<file path="src/rtl/dmem_arb_pkg.sv">
// Shared definitions for the data-memory arbiter: request entry layout,
// host FIFO geometry and the default starvation threshold.
package dmem_arb_pkg;

  localparam int ARB_AW           = 12;  // word-address width (4096 words)
  localparam int ARB_DW           = 32;  // data width
  localparam int FIFO_DEPTH       = 2;   // buffered host requests
  localparam int FIFO_CW          = $clog2(FIFO_DEPTH + 1);  // holds 0..FIFO_DEPTH
  localparam int FIFO_PW          = $clog2(FIFO_DEPTH);      // pointer width
  localparam int STARVE_LIMIT_DEF = 64;

  // One buffered host request.
  typedef struct packed {
    logic              we;
    logic [ARB_AW-1:0] addr;
    logic [ARB_DW-1:0] wdata;
  } req_t;

endpackage

</file>
<file path="src/rtl/arb_req_fifo.sv">
// Two-entry request FIFO for the host port. Head entry is visible
// combinationally so the arbiter can issue it in the same cycle.
module arb_req_fifo
  import dmem_arb_pkg::*;
(
  input  logic               clk,
  input  logic               rst,
  input  logic               i_push,
  input  req_t               i_data,
  input  logic               i_pop,
  output req_t               o_head,
  output logic               o_full,
  output logic               o_empty,
  output logic [FIFO_CW-1:0] o_count
);

  req_t               r_mem [FIFO_DEPTH];
  logic [FIFO_PW-1:0] r_wr_ptr;
  logic [FIFO_PW-1:0] r_rd_ptr;
  logic [FIFO_CW-1:0] r_count;
  logic               w_push;
  logic               w_pop;

  assign o_full  = (r_count == FIFO_CW'(FIFO_DEPTH));
  assign o_empty = (r_count == '0);
  assign o_count = r_count;
  assign o_head  = r_mem[r_rd_ptr];

  assign w_push = i_push && !o_full;
  assign w_pop  = i_pop && !o_empty;

  // Pointer and occupancy bookkeeping; push and pop together keep the count.
  // NOTE: state registers use <= so every flop samples pre-edge values; = here
  // would make the result depend on statement order and mis-simulate.
  always_ff @(posedge clk or posedge rst) begin
    if (rst) begin
      r_wr_ptr <= '0;
      r_rd_ptr <= '0;
      r_count  <= '0;
    end else begin
      if (w_push) r_wr_ptr <= r_wr_ptr + FIFO_PW'(1);
      if (w_pop)  r_rd_ptr <= r_rd_ptr + FIFO_PW'(1);
      r_count <= r_count + FIFO_CW'(w_push) - FIFO_CW'(w_pop);
    end
  end

  // Entry storage write.
  // NOTE: storage is deliberately not reset; the count/pointers already mark
  // every slot invalid, and leaving data flops reset-free keeps them plain.
  always_ff @(posedge clk) begin
    if (w_push) r_mem[r_wr_ptr] <= i_data;
  end

endmodule

</file>
<file path="src/rtl/dmem_arbiter.sv">
// Shares the single-port data memory between the CPU MM stage (absolute
// priority, zero added latency) and a buffered host port that fills idle
// memory cycles. Also tracks host read ownership, starvation and completions.
// The FIFO entry layout comes from dmem_arb_pkg, so AW/DW must match it.
module dmem_arbiter
  import dmem_arb_pkg::*;
#(
  parameter int AW           = ARB_AW,
  parameter int DW           = ARB_DW,
  parameter int STARVE_LIMIT = STARVE_LIMIT_DEF,
  parameter int CNT_W        = 16
) (
  input  logic             clk,
  input  logic             rst,
  input  logic             cpu_re,
  input  logic             cpu_we,
  input  logic [AW-1:0]    cpu_addr,
  input  logic [DW-1:0]    cpu_wdata,
  output logic [DW-1:0]    cpu_rdata,
  input  logic             h_valid,
  output logic             h_ready,
  input  logic             h_we,
  input  logic [AW-1:0]    h_addr,
  input  logic [DW-1:0]    h_wdata,
  output logic             h_rvalid,
  output logic [DW-1:0]    h_rdata,
  output logic [AW-1:0]    mem_addr,
  output logic [DW-1:0]    mem_in,
  output logic             mem_we,
  input  logic [DW-1:0]    mem_out,
  output logic             starve,
  output logic [CNT_W-1:0] h_done_cnt
);

  localparam int WAIT_W = $clog2(STARVE_LIMIT + 1);

  logic               w_cpu_busy;
  logic               w_issue;
  logic               w_push;
  logic               w_full;
  logic               w_empty;
  req_t               w_req_in;
  req_t               w_head;
  logic [FIFO_CW-1:0] w_count;
  logic [FIFO_CW-1:0] w_count_next;
  logic [WAIT_W-1:0]  w_wait_next;

  logic               r_h_ready;
  logic               r_rd_owner;
  logic               r_starve;
  logic [AW-1:0]      r_last_addr;
  logic [WAIT_W-1:0]  r_wait_cnt;
  logic [CNT_W-1:0]   r_done_cnt;

  assign w_cpu_busy = cpu_re | cpu_we;
  assign w_issue    = !w_cpu_busy && !w_empty;
  assign w_push     = h_valid && r_h_ready && !w_full;

  assign w_req_in.we    = h_we;
  assign w_req_in.addr  = h_addr;
  assign w_req_in.wdata = h_wdata;

  arb_req_fifo u_fifo (
    .clk     (clk),
    .rst     (rst),
    .i_push  (w_push),
    .i_data  (w_req_in),
    .i_pop   (w_issue),
    .o_head  (w_head),
    .o_full  (w_full),
    .o_empty (w_empty),
    .o_count (w_count)
  );

  assign w_count_next = w_count + FIFO_CW'(w_push) - FIFO_CW'(w_issue);

  // Memory-side mux: CPU first, else FIFO head, else park on the last address.
  // NOTE: every output gets a default before the branches; a path that left
  // one unassigned would infer a latch.
  always_comb begin
    mem_addr = r_last_addr;
    mem_in   = w_head.wdata;
    mem_we   = 1'b0;
    if (w_cpu_busy) begin
      mem_addr = cpu_addr;
      mem_in   = cpu_wdata;
      mem_we   = cpu_we;
    end else if (w_issue) begin
      mem_addr = w_head.addr;
      mem_in   = w_head.wdata;
      mem_we   = w_head.we;
    end
  end

  // Starvation wait counter: counts CPU-blocked cycles with work queued.
  always_comb begin
    w_wait_next = r_wait_cnt;
    if (w_issue || w_empty) begin
      w_wait_next = '0;
    end else if (w_cpu_busy && (r_wait_cnt != WAIT_W'(STARVE_LIMIT))) begin
      w_wait_next = r_wait_cnt + WAIT_W'(1);
    end
  end

  // Control state: ready, read ownership, starvation, completions, parked address.
  always_ff @(posedge clk or posedge rst) begin
    if (rst) begin
      r_h_ready   <= 1'b0;
      r_rd_owner  <= 1'b0;
      r_starve    <= 1'b0;
      r_last_addr <= '0;
      r_wait_cnt  <= '0;
      r_done_cnt  <= '0;
    end else begin
      r_h_ready   <= (w_count_next < FIFO_CW'(FIFO_DEPTH));
      r_rd_owner  <= w_issue && !w_head.we;
      r_last_addr <= mem_addr;
      r_wait_cnt  <= w_wait_next;
      if (w_wait_next == WAIT_W'(STARVE_LIMIT)) r_starve <= 1'b1;
      if (w_issue) r_done_cnt <= r_done_cnt + CNT_W'(1);
    end
  end

  // Memory output is registered upstream, so read data passes straight through.
  assign cpu_rdata  = mem_out;
  assign h_rvalid   = r_rd_owner;
  assign h_rdata    = r_rd_owner ? mem_out : '0;
  assign h_ready    = r_h_ready;
  assign starve     = r_starve;
  assign h_done_cnt = r_done_cnt;

endmodule

</file>
<file path="config.mk">
export PLATFORM = sky130hd
export DESIGN_NAME = dmem_arbiter
export DESIGN_NICKNAME = d
export VERILOG_FILES = /design/src/rtl/dmem_arb_pkg.sv /design/src/rtl/arb_req_fifo.sv /design/src/rtl/dmem_arbiter.sv
export SDC_FILE = /design/constraint.sdc
export NUM_CORES = 1
export LEC_CHECK = 0
export ABC_AREA = 0
export CORE_MARGIN = 2
export CORE_UTILIZATION = 41
export CTS_BUF_LIST = sky130_fd_sc_hd__clkbuf_8
export DETAILED_ROUTE_END_ITERATION = 7
export HOLD_SLACK_MARGIN = 0.1
export PLACE_DENSITY = 0.85
export SLEW_MARGIN = 20
export SYNTH_ARGS = -nofsm -noshare
export SYNTH_HDL_FRONTEND = slang
export SYNTH_HIERARCHICAL = 1
export SYNTH_SLANG_ARGS = --single-unit
</file>
<file path="constraint.sdc">
create_clock -name clk -period 3.2 [get_ports clk]
set_input_delay 0.64 -clock clk [delete_from_list [all_inputs] [get_ports clk]]
set_output_delay 0.64 -clock clk [all_outputs]
set_load 0.03 [all_outputs]
</file>
==> summary.md <==
| Metric | Value |
|---|---|
| WP data arrival | `2.52 ns` |
| Worst hold path class | `input pin to asynchronous set/reset pin` |
| Clock Skew | `about 0.011 ns` |
| Reg clk slew, reported paths | `0.07 ns` |
| Worst-Margin Slew | `0.8688 ns` |
| Die Ht | `129.4 um` |
| Global-route wire length before repair | `23300 um` |
| Fin. max-slew vios | `0` |
| Setup Viol. Count Final | `0` |
| Psw | `0.002040 W` |
| Pint | `0.003987 W` |
| WL final | `15750 um` |
| Rel. slew slack | `0.4200` |
| CTS root buf | `clkbuf_8` |
| Synthesized net count | `580` |
| Antenna violations before repair | `2` |
| Residual DRC count | `0` |
| Sequential fraction of the synthesis area | `0.5821` |
| Worst VDD drop | `0.0003618 V` |
| Flop pwr share | `0.397` |
| Reg2Reg Setup Slack | `0.96 ns` |
| Met3 Resource Use GR | `0.06441` |
| Worst path cell trace | `clkdlybuf4s50_1 -> nor2_4 -> buf_12 -> mux2_2 -> clkdlybuf4s50_1` |
| Largest net degree at the start of global routing | `39` |
| CTS Buf Count | `17` |
| Dpl hpwl | `roughly 12000 um` |
| Max Root-Sink Buffers | `2` |
| Post-DR vias/cell | `4.825` |
| Port buffer count | `~250` |
| Most frequent CP cell | `clkdlybuf4s50_1` |
| Remaining Overflow, GRT | `0` |
| Final period demand of the worst path | `3.156 ns` |
| Cts repair resizes | `0` |
| Starting density of the core | `0.4226` |
| Post-CTS setup buffer count | `0` |
| Register area | `3757 um2` |
| RePlAce Congestion | `0.7557` |
| Mapped cell area | `6449 um2` |
| Buf/Inv on CP | `3` |
| Die width | `129.4 um` |
| Syn avg cell area | `14.39 um2` |
| Met1 Resource Use GR | `0.1912` |
| Final worst slack | `roughly 0.044 ns` |
| Post-Place Cells | `875` |
| Layout fillers | `1128` |
| CTS tree | `yes` |
| Final hold violations | `0` |
| Core area | `15260 um2` |
| Clk Latency, worst-skew pair | `0.42 ns` |
| Flops & latches, synth | `about 130` |
| Crit path max-delay family | `buffers and inverters` |
| Startpoint types | `input pin` |
| Number of clock sinks | `132` |
| I/O pin count | `around 250` |
| DRT antenna net count | `0` |
| Drt wl/cell | `17.34 um` |
| Top FF cell, synth | `edfxtp_1` |
| Endpoint class of the critical path | `primary output` |
| Die Area | `16750 um2` |
| CP required | `approximately 2.6 ns` |
| NumNets Final | `815` |
| Critical-path maximum fanout | `31` |
| Status | `completed` |
| DRT Pass-1 Iters | `4` |
| Crit path largest cell delay | `between 0.5 and 0.6 ns` |
| CP max stage cell | `clkdlybuf4s50_1` |
| Critical path class | `input pin to primary output` |
| Synth top area cells | `edfxtp_1, dfrtp_1, mux2_4, mux2_2, buf_4` |
| Tcrit/Tclk final | `0.9864` |
| Yosys warning count | `6` |
| Combinational share of power | `0.399` |
| Mapped Cells | `448` |
| Synth-to-layout area growth | `45.05%` |
| Number of synthesized flops with an enable pin | `90` |
| FP Rows | `45` |
| Max Fclk | `0.3168 GHz` |
| RR Endpoint | `u_fifo/o_count[1]$_DFF_PP0_` |
| Initial DRC Count | `155` |
| Synth top area share | `0.4191` |
| Worst r2r src | `u_fifo/o_count[1]$_DFF_PP0_` |
| Clk pwr share | `0.204` |
| CTS Hold Buffers Added | `0` |
| Via count | `between 4000 and 5000` |
| Finished Layout Cells | `around 910` |
| Cell Pwr Density | `644.4 nW/um2` |
| Count of cell types in the netlist | `44` |
| Vias in the first global route | `4563` |
| H-tree lvl count | `4` |
| Post-Place Setup Slack | `0.03580 ns` |
| Largest area contributor in the netlist | `edfxtp_1` |
| Asr flop ratio synth | `0.3182` |
| Gr usage total | `0.1870` |
| Lkg Pwr | `3.663 nW` |
| Max Cap Viol | `0` |
| Reg2Reg Depth | `8` |
| Layout cells sized above 1 | `0.2230` |
| Met2 Use GR | `0.3443` |
| GRT busiest layer | `met2` |
| Sw frac | `0.3385` |
| Multi-input gate area | `2241 um2` |
## area by class of cell
type / count / area share
antenna: 2 / 0.0005350
clock buffer: 17 / 0.02501
clock inverter: 14 / 0.01231
inverter: 14 / 0.005618
multi-input combinational: 250 / 0.2396
sequential: 132 / 0.4017
tap: 211 / 0.02822
timing repair buffer: 268 / 0.2871
## power by group through the flow
stage | Sequential, W | Clock (W) | Combinational [W]
floorplan | 0.00242 | 0 | 0.00164
global placement | 0.00240 | 0 | 0.00237
detailed placement | 0.00243 | 0 | 0.00241
CTS | 0.00239 | 0.00127 | 0.00243
global route | 0.00243 | 0.00134 | 0.00256
finish | 0.00239 | 0.00123 | 0.00240
## Yosys cell counts (2+ instances only)
master / number
and3_1: 4
nand4_1: 3
xor2_1: 8
inv_1: 14
buf_6: 3
nor2_1: 23
clkbuf_1: 3
nor4_1: 2
nand2b_1: 3
buf_4: 34
xnor2_1: 16
mux2i_1: 12
dfrtp_1: 42
ha_1: 6
buf_12: 4
mux2_4: 39
nor3_1: 5
nand2_1: 10
buf_2: 8
edfxtp_1: 90
nor2b_1: 3
a21oi_1: 16
nand3_1: 9
mux2_2: 39
and2_1: 33
## worst max path at each step
| stage | from | to | cells past startpoint |
|---|---|---|---|
| 4_1_cts | cpu_re | mem_in[16] | 5 |
| 5_1_grt | cpu_we | mem_in[0] | 5 |
| 2_1_floorplan | cpu_we | mem_addr[0] | 6 |
| 6_report | cpu_re | mem_in[14] | 5 |
| 3_3_place_gp | cpu_re | mem_in[13] | 5 |
| 3_5_place_dp | cpu_re | mem_in[16] | 5 |
## state kept, by name (all words and copies together), names as in the netlist
signal,count
h_done_cnt,16
u_fifo/o_count,2
u_fifo/r_wr_ptr,1
h_rvalid,1
u_fifo/r_mem,90
u_fifo/r_rd_ptr,1
starve,1
r_wait_cnt,7
r_last_addr,12
h_ready,1
## stage by stage
step | cell area, um2 | power, W | TNS, ns | utilization | hold WS [ns]
2_1_floorplan | 6451 | 0.004057 | 0 | - | 0.4061
3_3_place_gp | 8982 | 0.004762 | 0 | 0.5887 | 0.4556
3_5_place_dp | 8982 | 0.004838 | 0 | 0.5887 | 0.4617
4_1_cts | 9331 | 0.006084 | 0 | 0.6116 | 0.4480
5_1_grt | 9354 | 0.006325 | -0.007332 | 0.6130 | 0.4485
6_report | 9354 | 0.006028 | 0 | 0.6130 | 0.4672
## placed cells by master (no fill, tap or decap), types with 17 or more instances in the layout
cell,Yosys,routed
and2_1,33,33
buf_4,34,25
clkbuf_8,0,17
clkdlybuf4s50_1,0,232
dfrtp_1,42,41
edfxtp_1,90,90
mux2_2,39,39
mux2_4,39,39
nor2_1,23,20
## logic make-up after synthesis
| family | synth area share |
|---|---|
| flops | 0.5821 |
| simple gates | 0.09604 |
| mux | 0.1775 |
| buf+inv | 0.07334 |
| compound gates | 0.02678 |
| xor+xnor | 0.03260 |
| fa+ha+maj | 0.01164 |
## routing by layer
metal / vias to the layer above / part of all wire
li1: 2040 / -
met1: 2083 / 0.36
met2: 234 / 0.53
met3: 24 / 0.087
met4: 0 / 0.022
met5: - / 0
(Power assumes the default switching activity.)
